## config.mk

```make
export PLATFORM = sky130hd
export DESIGN_NAME = voice_mix_scheduler
export DESIGN_NICKNAME = d
export VERILOG_FILES = /design/src/rtl/voice_mix_scheduler.sv
export SDC_FILE = /design/constraint.sdc
export NUM_CORES = 1
export LEC_CHECK = 0
export CORE_ASPECT_RATIO = 1.75
export CORE_MARGIN = 8
export CORE_UTILIZATION = 35
export DETAILED_ROUTE_END_ITERATION = 10
export PLACE_DENSITY = 0.74
export SLEW_MARGIN = 20
export SYNTH_ARGS = -nofsm -noshare
export SYNTH_HDL_FRONTEND = slang
export SYNTH_SLANG_ARGS = --single-unit
```

## constraint.sdc

```tcl
create_clock -name CLK -period 8.3 [get_ports CLK]
set_clock_uncertainty 0.15 [all_clocks]
set_input_delay 1.66 -clock CLK [delete_from_list [all_inputs] [get_ports CLK]]
set_output_delay 1.66 -clock CLK [all_outputs]
set_load 0.005 [all_outputs]
```

## src/rtl/voice_mix_scheduler.sv

```systemverilog
// Polls enabled synth voices over req/ack each frame, mixes L/R with
// saturation and writes one stereo word per frame to the audio FIFO.
module voice_mix_scheduler #(
   parameter int NUM_VOICES = 4,
   parameter int SAMPLE_W   = 16,
   parameter int TIMEOUT    = 255
) (
   input  logic                           CLK,
   input  logic                           RESET_N,
   input  logic                           RUN,
   input  logic [NUM_VOICES-1:0]          VOICE_EN,
   output logic [NUM_VOICES-1:0]          VOICE_REQ,
   input  logic [NUM_VOICES-1:0]          VOICE_ACK,
   input  logic [NUM_VOICES*2*SAMPLE_W-1:0] VOICE_DATA,
   input  logic                           FIFO_FULL,
   output logic                           LD_FIFO,
   output logic [2*SAMPLE_W-1:0]          TONE,
   input  logic                           CLR_FLAGS,
   output logic                           CLIP,
   output logic                           ACK_TIMEOUT,
   output logic [15:0]                    FRAME_CNT
);

   localparam int IDX_W = (NUM_VOICES > 1) ? $clog2(NUM_VOICES) : 1;
   localparam int AW    = SAMPLE_W + $clog2(NUM_VOICES) + 1;
   localparam int TW    = $clog2(TIMEOUT + 1);

   localparam logic [1:0] S_IDLE  = 2'd0;
   localparam logic [1:0] S_SLOT  = 2'd1;
   localparam logic [1:0] S_WRITE = 2'd2;

   localparam logic signed [AW-1:0] SMAX =
      {{(AW-SAMPLE_W+1){1'b0}}, {(SAMPLE_W-1){1'b1}}};
   localparam logic signed [AW-1:0] SMIN = ~SMAX;

   localparam logic [SAMPLE_W-1:0] POS_SAT = {1'b0, {(SAMPLE_W-1){1'b1}}};
   localparam logic [SAMPLE_W-1:0] NEG_SAT = {1'b1, {(SAMPLE_W-1){1'b0}}};

   logic [1:0]              state_q, state_d;
   logic [IDX_W-1:0]        idx_q, idx_d;
   logic                    act_q, act_d;
   logic [TW-1:0]           tmo_q, tmo_d;
   logic signed [AW-1:0]    accl_q, accl_d;
   logic signed [AW-1:0]    accr_q, accr_d;
   logic [2*SAMPLE_W-1:0]   tone_q, tone_d;
   logic                    clip_q, clip_d;
   logic                    ato_q, ato_d;
   logic [15:0]             cnt_q, cnt_d;

   logic [2*SAMPLE_W-1:0]   samp;
   logic [SAMPLE_W-1:0]     smp_l, smp_r;
   logic [IDX_W-1:0]        idx_nx;
   logic                    last;
   logic                    adv;
   logic                    to_write;
   logic                    clip_set;
   logic                    ato_set;
   logic [SAMPLE_W-1:0]     sat_l, sat_r;
   logic                    clip_l, clip_r;

   always_comb begin
      samp = '0;
      for (int i = 0; i < NUM_VOICES; i++) begin
         if (idx_q == IDX_W'(i)) begin
            samp = VOICE_DATA[i*2*SAMPLE_W +: 2*SAMPLE_W];
         end
      end
   end

   assign smp_l  = samp[2*SAMPLE_W-1:SAMPLE_W];
   assign smp_r  = samp[SAMPLE_W-1:0];
   assign idx_nx = idx_q + 1'b1;
   assign last   = (idx_q == IDX_W'(NUM_VOICES - 1));

   always_comb begin
      VOICE_REQ = '0;
      if (state_q == S_SLOT && act_q) begin
         VOICE_REQ[idx_q] = 1'b1;
      end
   end

   assign LD_FIFO = (state_q == S_WRITE) & ~FIFO_FULL;

   always_comb begin
      state_d  = state_q;
      idx_d    = idx_q;
      act_d    = act_q;
      tmo_d    = tmo_q;
      accl_d   = accl_q;
      accr_d   = accr_q;
      tone_d   = tone_q;
      cnt_d    = cnt_q;
      adv      = 1'b0;
      to_write = 1'b0;
      clip_set = 1'b0;
      ato_set  = 1'b0;
      sat_l    = '0;
      sat_r    = '0;
      clip_l   = 1'b0;
      clip_r   = 1'b0;

      unique case (state_q)
         S_IDLE: begin
            if (RUN) begin
               idx_d   = '0;
               accl_d  = '0;
               accr_d  = '0;
               tmo_d   = '0;
               act_d   = VOICE_EN[0];
               state_d = S_SLOT;
            end
         end
         S_SLOT: begin
            if (!act_q) begin
               adv = 1'b1;
            end else if (VOICE_ACK[idx_q]) begin
               accl_d = accl_q + {{(AW-SAMPLE_W){smp_l[SAMPLE_W-1]}}, smp_l};
               accr_d = accr_q + {{(AW-SAMPLE_W){smp_r[SAMPLE_W-1]}}, smp_r};
               adv    = 1'b1;
            end else if (tmo_q == TW'(TIMEOUT - 1)) begin
               // silent voice: contributes nothing to the mix
               adv     = 1'b1;
               ato_set = 1'b1;
            end else begin
               tmo_d = tmo_q + 1'b1;
            end
            if (adv) begin
               tmo_d = '0;
               if (last) begin
                  state_d  = S_WRITE;
                  to_write = 1'b1;
               end else begin
                  idx_d = idx_nx;
                  act_d = VOICE_EN[idx_nx];
               end
            end
         end
         S_WRITE: begin
            if (!FIFO_FULL) begin
               cnt_d   = cnt_q + 16'd1;
               state_d = S_IDLE;
            end
         end
         default: begin
            state_d = S_IDLE;
         end
      endcase

      sat_l = accl_d[SAMPLE_W-1:0];
      if (accl_d > SMAX) begin
         sat_l  = POS_SAT;
         clip_l = 1'b1;
      end else if (accl_d < SMIN) begin
         sat_l  = NEG_SAT;
         clip_l = 1'b1;
      end

      sat_r = accr_d[SAMPLE_W-1:0];
      if (accr_d > SMAX) begin
         sat_r  = POS_SAT;
         clip_r = 1'b1;
      end else if (accr_d < SMIN) begin
         sat_r  = NEG_SAT;
         clip_r = 1'b1;
      end

      if (to_write) begin
         tone_d   = {sat_l, sat_r};
         clip_set = clip_l | clip_r;
      end
   end

   // a set event in the same cycle as a clear leaves the flag set
   assign clip_d = clip_set | (clip_q & ~CLR_FLAGS);
   assign ato_d  = ato_set  | (ato_q  & ~CLR_FLAGS);

   always_ff @(posedge CLK or negedge RESET_N) begin
      if (!RESET_N) begin
         state_q <= S_IDLE;
         idx_q   <= '0;
         act_q   <= 1'b0;
         tmo_q   <= '0;
         accl_q  <= '0;
         accr_q  <= '0;
         tone_q  <= '0;
         clip_q  <= 1'b0;
         ato_q   <= 1'b0;
         cnt_q   <= '0;
      end else begin
         state_q <= state_d;
         idx_q   <= idx_d;
         act_q   <= act_d;
         tmo_q   <= tmo_d;
         accl_q  <= accl_d;
         accr_q  <= accr_d;
         tone_q  <= tone_d;
         clip_q  <= clip_d;
         ato_q   <= ato_d;
         cnt_q   <= cnt_d;
      end
   end

   assign TONE        = tone_q;
   assign CLIP        = clip_q;
   assign ACK_TIMEOUT = ato_q;
   assign FRAME_CNT   = cnt_q;

endmodule

```

==> impl_metrics.yaml, run 1 <==
power:
  total_power_mw: 3.55
  power_density_nw_per_um2: 375
  vdd_drop_max_uv: 216
  p_leak_nw: 4.11
place:
  placed_area_um2: 9170
  gp_congestion: 0.922
  placed_cells: 1258
  port_buffers: 195
  dp_slack_ps: 2020
  dp_hpwl_um: 18400
cells_and_area:
  finalNetCount: 1212
  drive_gt1_share_pct: 4.77
  final_cell_count_no_fill: 1273
  design_area_um2: 9450
  syn2layout_area_growth_pct: 35.4
  final_cell_mix: "clkdlybuf4s50_1, nand2_1, dfrtp_1"
  n_antenna_cell: 0
  mostFrequentLayoutCell: "clkdlybuf4s50_1"
  finish.utilization_pct: 48.1
worst_hold_path:
  min_path_cells: 1
  hold_path.class: "reg -> reg"
  hold_start: "FRAME_CNT[15]"
critical_path:
  cp.arrival_ps: 6090
  path_buf_inv: 3
  crit_cells: 18
  crit_type: "reg -> reg"
  crit_path_start_kind: "register"
  worst_setup_path_end_kind: "register"
  reg2regPathDepth: 18
  cp_max_fo: 35
  r2r-start: "idx_q[1]"
  crit_family: "compound AO/OA/AOI/OAI gates"
  crit_chain: "inv_1 > ha_1 > buf_4 > nor2b_2 > buf_4 > a221oi_1 > o31ai_1 > ha_1 > nand4_1 > nor2_1 > a31oi_1 > nand3_1 > nor3_1 > a32oi_1 > o21ai_1 > nand2b_1 > a211oi_1 > o22ai_1"
  slowest_stage: "o31ai_1"
  max_stage_delay_ps: 820
  cp.required_ps: 8370
  cp-startpoint: "idx_q[1]"
synthesis:
  yosysUniqueCellTypes: 67
  ys_top_cells_by_area: "dfrtp_1, ha_1, o21ai_0"
  synthArstFlopShare_pct: 100
  synth_top_area_share_pct: 36.2
  ys_ff_latch: 101
  synth_area_per_cell_um2: 8.23
  synth_cells: 848
  synth_fp_nets: 1036
  yosysSeqAreaShare_pct: 36.2
  synth_edf_count: 0
  synth_ff_type: "dfrtp_1"
  yosysTopAreaCell: "dfrtp_1"
  yosys_warnings: 0
  synth_area_um2: 6980
floorplan:
  die_area_um2: 24900
  die_h_um: 203
  start_util_pct: 35.5
  ios: 196
  coreArea_um2: 19700
  fp.dieW_um: 123
  num_rows: 68
timing:
  whs_ps: 335
  min_period_ps: 6020
  fmax_ghz: 0.166
  slew_headroom_pct: 33.1
  hold_viol: 0
  slew_viol_final: 0
  rsz0062_at_grt: "no"
  worst_pin_slew_ps: 997
  period_share_pct: 72.5
  layout_setup_ws_ps: 2280
  tns_ps: 0
  setup_violations: 0
clocking:
  cts_resized: 0
  cts_tree: "done"
  cts_buffers: 9
  path_clk_slew_ps: 80
  clkLatencyLatePin_ps: 350
  cts_root_buffer: "clkbuf_16"
  ctsHoldBuffers: 0
  htreeDepth: 3
  clockBufferDepth: 2
  clkSinkCount: 101
  post-cts-setup-buffers: 0
drt:
  vias_per_cell: 5.36
  drc: 0
  first_pass_iters: 5
  drt-initial-drc-count: 427
  vias: 6823
  wirelength_um: 23600
  drt-wirelength-per-cell_um: 18.6
  ant_nets: 0
global_routing:
  antenna_found_initial: 0
  grt_pass1_vias: 7045
  grt_max_degree: 74
  grt_pass1_wl_um: 37400
  grt.total_usage_pct: 19.1
  overflow: 0
outcome:
  status: "finished clean"
flow_run:
  cap_violations: 0
-- cell families after synthesis --
family	share of synthesized area (%)
buf+inv	4.02
flops	36.2
compound gates	26.9
simple gates	18.6
fa+ha+maj	8.64
mux	0.771
xor+xnor	4.89
-- flip-flops by register name, summed over array words and instances (netlist names) --
register     count
TONE            32
accl_q          19
accr_q          19
FRAME_CNT       16
tmo_q            8
idx_q            2
state_q          2
ACK_TIMEOUT      1
CLIP             1
act_q            1
-- final cells by class --
cell class / instances / area, µm²
Fill cell: 1918 / 10200
Multi-Input combinational cell: 677 / 4190
Sequential cell: 101 / 2530
Timing Repair Buffer: 206 / 2030
Tap cell: 245 / 307
Clock buffer: 9 / 225
Inverter: 29 / 109
Clock inverter: 6 / 55.1
-- synth_stat cells, types with 2 or more instances --
cell type	count
o21a_1	3
nand3_1	18
ha_1	45
dfrtp_1	101
a22o_1	9
nand3b_1	2
clkbuf_1	26
a31oi_1	7
and2_1	3
nand2b_1	5
o211ai_1	3
o22ai_1	3
nor3_1	12
a21o_1	18
o21ai_0	96
o21bai_1	5
a22oi_2	2
inv_1	28
a22oi_1	29
nand4_1	5
fa_1	2
buf_1	8
a21oi_1	90
or2_2	4
and3_1	18
or3_1	3
nor4_1	2
mux2i_1	2
nor2_1	76
o31ai_1	10
xnor2_1	25
a221oi_1	3
a211oi_1	7
nand2_1	116
xor2_1	14
buf_2	5
nor2b_1	13
-- path summary, 6_finish.rpt --
path / slack, ps / endpoint
max: 2280 / CLIP
min: 340 / FRAME_CNT[15]
max reg2reg: 2280 / CLIP
min reg2reg: 340 / FRAME_CNT[15]
max in group asynchronous: 5620 / TONE[11]
min in group asynchronous: 1080 / TONE[23]
-- routing by layer --
layer	vias to the layer above	share of wire (%)	GRT usage, %
li1	3381	-	-
met1	3265	38	21.0
met2	155	55	35.8
met3	22	4.6	2.92
met4	0	2.3	6.43
met5	-	0	0
-- power by group --
group	total (mW)	internal [mW]	switching [mW]
combinational	2.38	0.967	1.41
clock	0.411	0.209	0.202
sequential	0.755	0.649	0.106
Note: power is estimated with default switching activity, not from simulation.
==> inputs of run 2 (changes only) <==
- PLACE_DENSITY: 0.74 -> 0.76
- clock period: 8.3 -> 5.33 ns (I/O delays scaled with it)
==> impl_metrics.yaml, run 2 (synthesis results as in run 1) <==
power:
  p_sw_mw: 2.73
  p_seq_share_pct: 21.0
  pwr-share-comb_pct: 67.4
  vdd_drop_max_uv: 323
  p_leak_nw: 4.15
  power_frac_clock_pct: 11.6
  p_int_mw: 2.91
  power_density_nw_per_um2: 592
  power_switching_share_pct: 48.4
cells_and_area:
  n_fill_cell: 1897
  n_antenna_cell: 0
  finish.utilization_pct: 48.5
  final_cell_mix: "clkdlybuf4s50_1, nand2_1, dfrtp_1"
  ff_latch_area_um2: 2530
  mostFrequentLayoutCell: "clkdlybuf4s50_1"
  final_cell_count_no_fill: 1281
  syn2layout_area_growth_pct: 36.6
  largest_reg_flops: 32
  finalNetCount: 1219
  multi_input_area_um2: 4190
  drive_gt1_share_pct: 5.50
  design_area_um2: 9530
global_routing:
  met1_usage_pct: 20.2
  grt_use_met2_pct: 36.7
  use_met3_pct: 3.06
  overflow: 0
  antenna_found_initial: 0
  grt.total_usage_pct: 19.2
  grt_pass1_wl_um: 37300
  grt_max_degree: 64
  grt_pass1_vias: 6999
  top_usage_layer: "met2"
drt:
  ant_nets: 0
  first_pass_iters: 5
  drt-initial-drc-count: 327
  vias_per_cell: 5.33
  wirelength_um: 24100
  drc: 0
  drt-wirelength-per-cell_um: 18.8
  vias: 6828
clocking:
  cts_buffers: 9
  clkLatencyLatePin_ps: 350
  path_clk_slew_ps: 70
  cts_root_buffer: "clkbuf_16"
  post-cts-setup-buffers: 0
  cts_resized: 0
  ctsHoldBuffers: 0
  htreeDepth: 3
  clkSinkCount: 101
  clockBufferDepth: 2
  cts_tree: "done"
place:
  placed_cells: 1265
  gp_congestion: 0.888
  placed_area_um2: 9240
  port_buffers: 195
  dp_hpwl_um: 19100
floorplan:
  coreArea_um2: 19700
  ios: 196
  die_area_um2: 24900
  die_h_um: 203
  start_util_pct: 35.5
  fp.dieW_um: 123
  num_rows: 68
critical_path:
  cp.arrival_ps: 5030
  cp_max_fo: 31
  crit_type: "reg -> reg"
  worst_setup_path_end_kind: "register"
  cp.required_ps: 5390
  crit_path_start_kind: "register"
  r2r_setup_slack_ps: 360
timing:
  setup_violations: 0
  rsz0062_at_grt: "no"
  tns_ps: 0
  hold_viol: 0
  period_share_pct: 93.2
  worst_pin_slew_ps: 857
  fmax_ghz: 0.201
  slew_viol_final: 0
  min_period_ps: 4970
  slew_headroom_pct: 42.9
worst_hold_path:
  hold_path.class: "reg -> reg"
outcome:
  status: "finished clean"
flow_run:
  cap_violations: 0
[run 2: cell types whose count changed in the layout (fill, tap and decap cells not counted), sizes merged]
cell,before,now
clkbuf,9,10
clkinv,2,3
clkinvlp,0,1
inv,33,31
buf,12,19
[run 2: power by group through the flow]
stage	sequential, mW	combinational [mW]	clock [mW]
4_1_cts	1.19	3.83	0.665
5_1_grt	1.21	4.24	0.698
2_1_floorplan	1.16	2.55	0
3_3_place_gp	1.19	3.74	0
3_5_place_dp	1.20	3.80	0
6_report	1.19	3.81	0.652
[run 2: per-stage QoR]
stage	hold WS [ps]	setup slack, ps	total power [mW]
2_1_floorplan	287	737	3.71
3_3_place_gp	305	78.3	4.93
3_5_place_dp	311	115	4.99
4_1_cts	325	314	5.68
5_1_grt	347	11.6	6.15
6_report	330	360	5.64
[run 2: cell type report]
| class | count | area share (%) |
|---|---|---|
| clock buffer | 10 | 2.51 |
| tap | 245 | 3.22 |
| timing repair buffer | 213 | 22.0 |
| sequential | 101 | 26.5 |
| inverter | 29 | 1.14 |
| multi-input combinational | 677 | 44.0 |
| clock inverter | 6 | 0.565 |
[run 2: worst max-delay path, stage by stage, from the launching register on]
cell      delay, ps
dfrtp_1         450
inv_1           160
ha_1            260
nor2b_2         230
buf_12          200
a22oi_1         160
nor2_1          150
a21oi_1          50
o21ai_0         180
ha_1            240
inv_1            70
fa_1            410
nor2b_1         200
o31a_1          200
o211ai_1        140
and3_1          230
a21oi_1         160
xnor2_1         120
nor4_2          390
nor3_2          150
a21oi_4         390
a21oi_1         130
[run 2: worst paths after layout]
path,from,endpoint,depth (start not counted)
max,idx_q[0],TONE[19],21
min,tmo_q[7],tmo_q[7],1
max reg2reg,idx_q[0],TONE[19],21
min reg2reg,tmo_q[7],tmo_q[7],1
max in group asynchronous,RESET_N,state_q[0],2
min in group asynchronous,RESET_N,TONE[22],1
[run 2: layer usage]
layer,wire [µm],vias to the layer above
li1,-,3402
met2,13400,150
met3,1140,27
met1,8940,3249
met5,0,-
met4,632,0
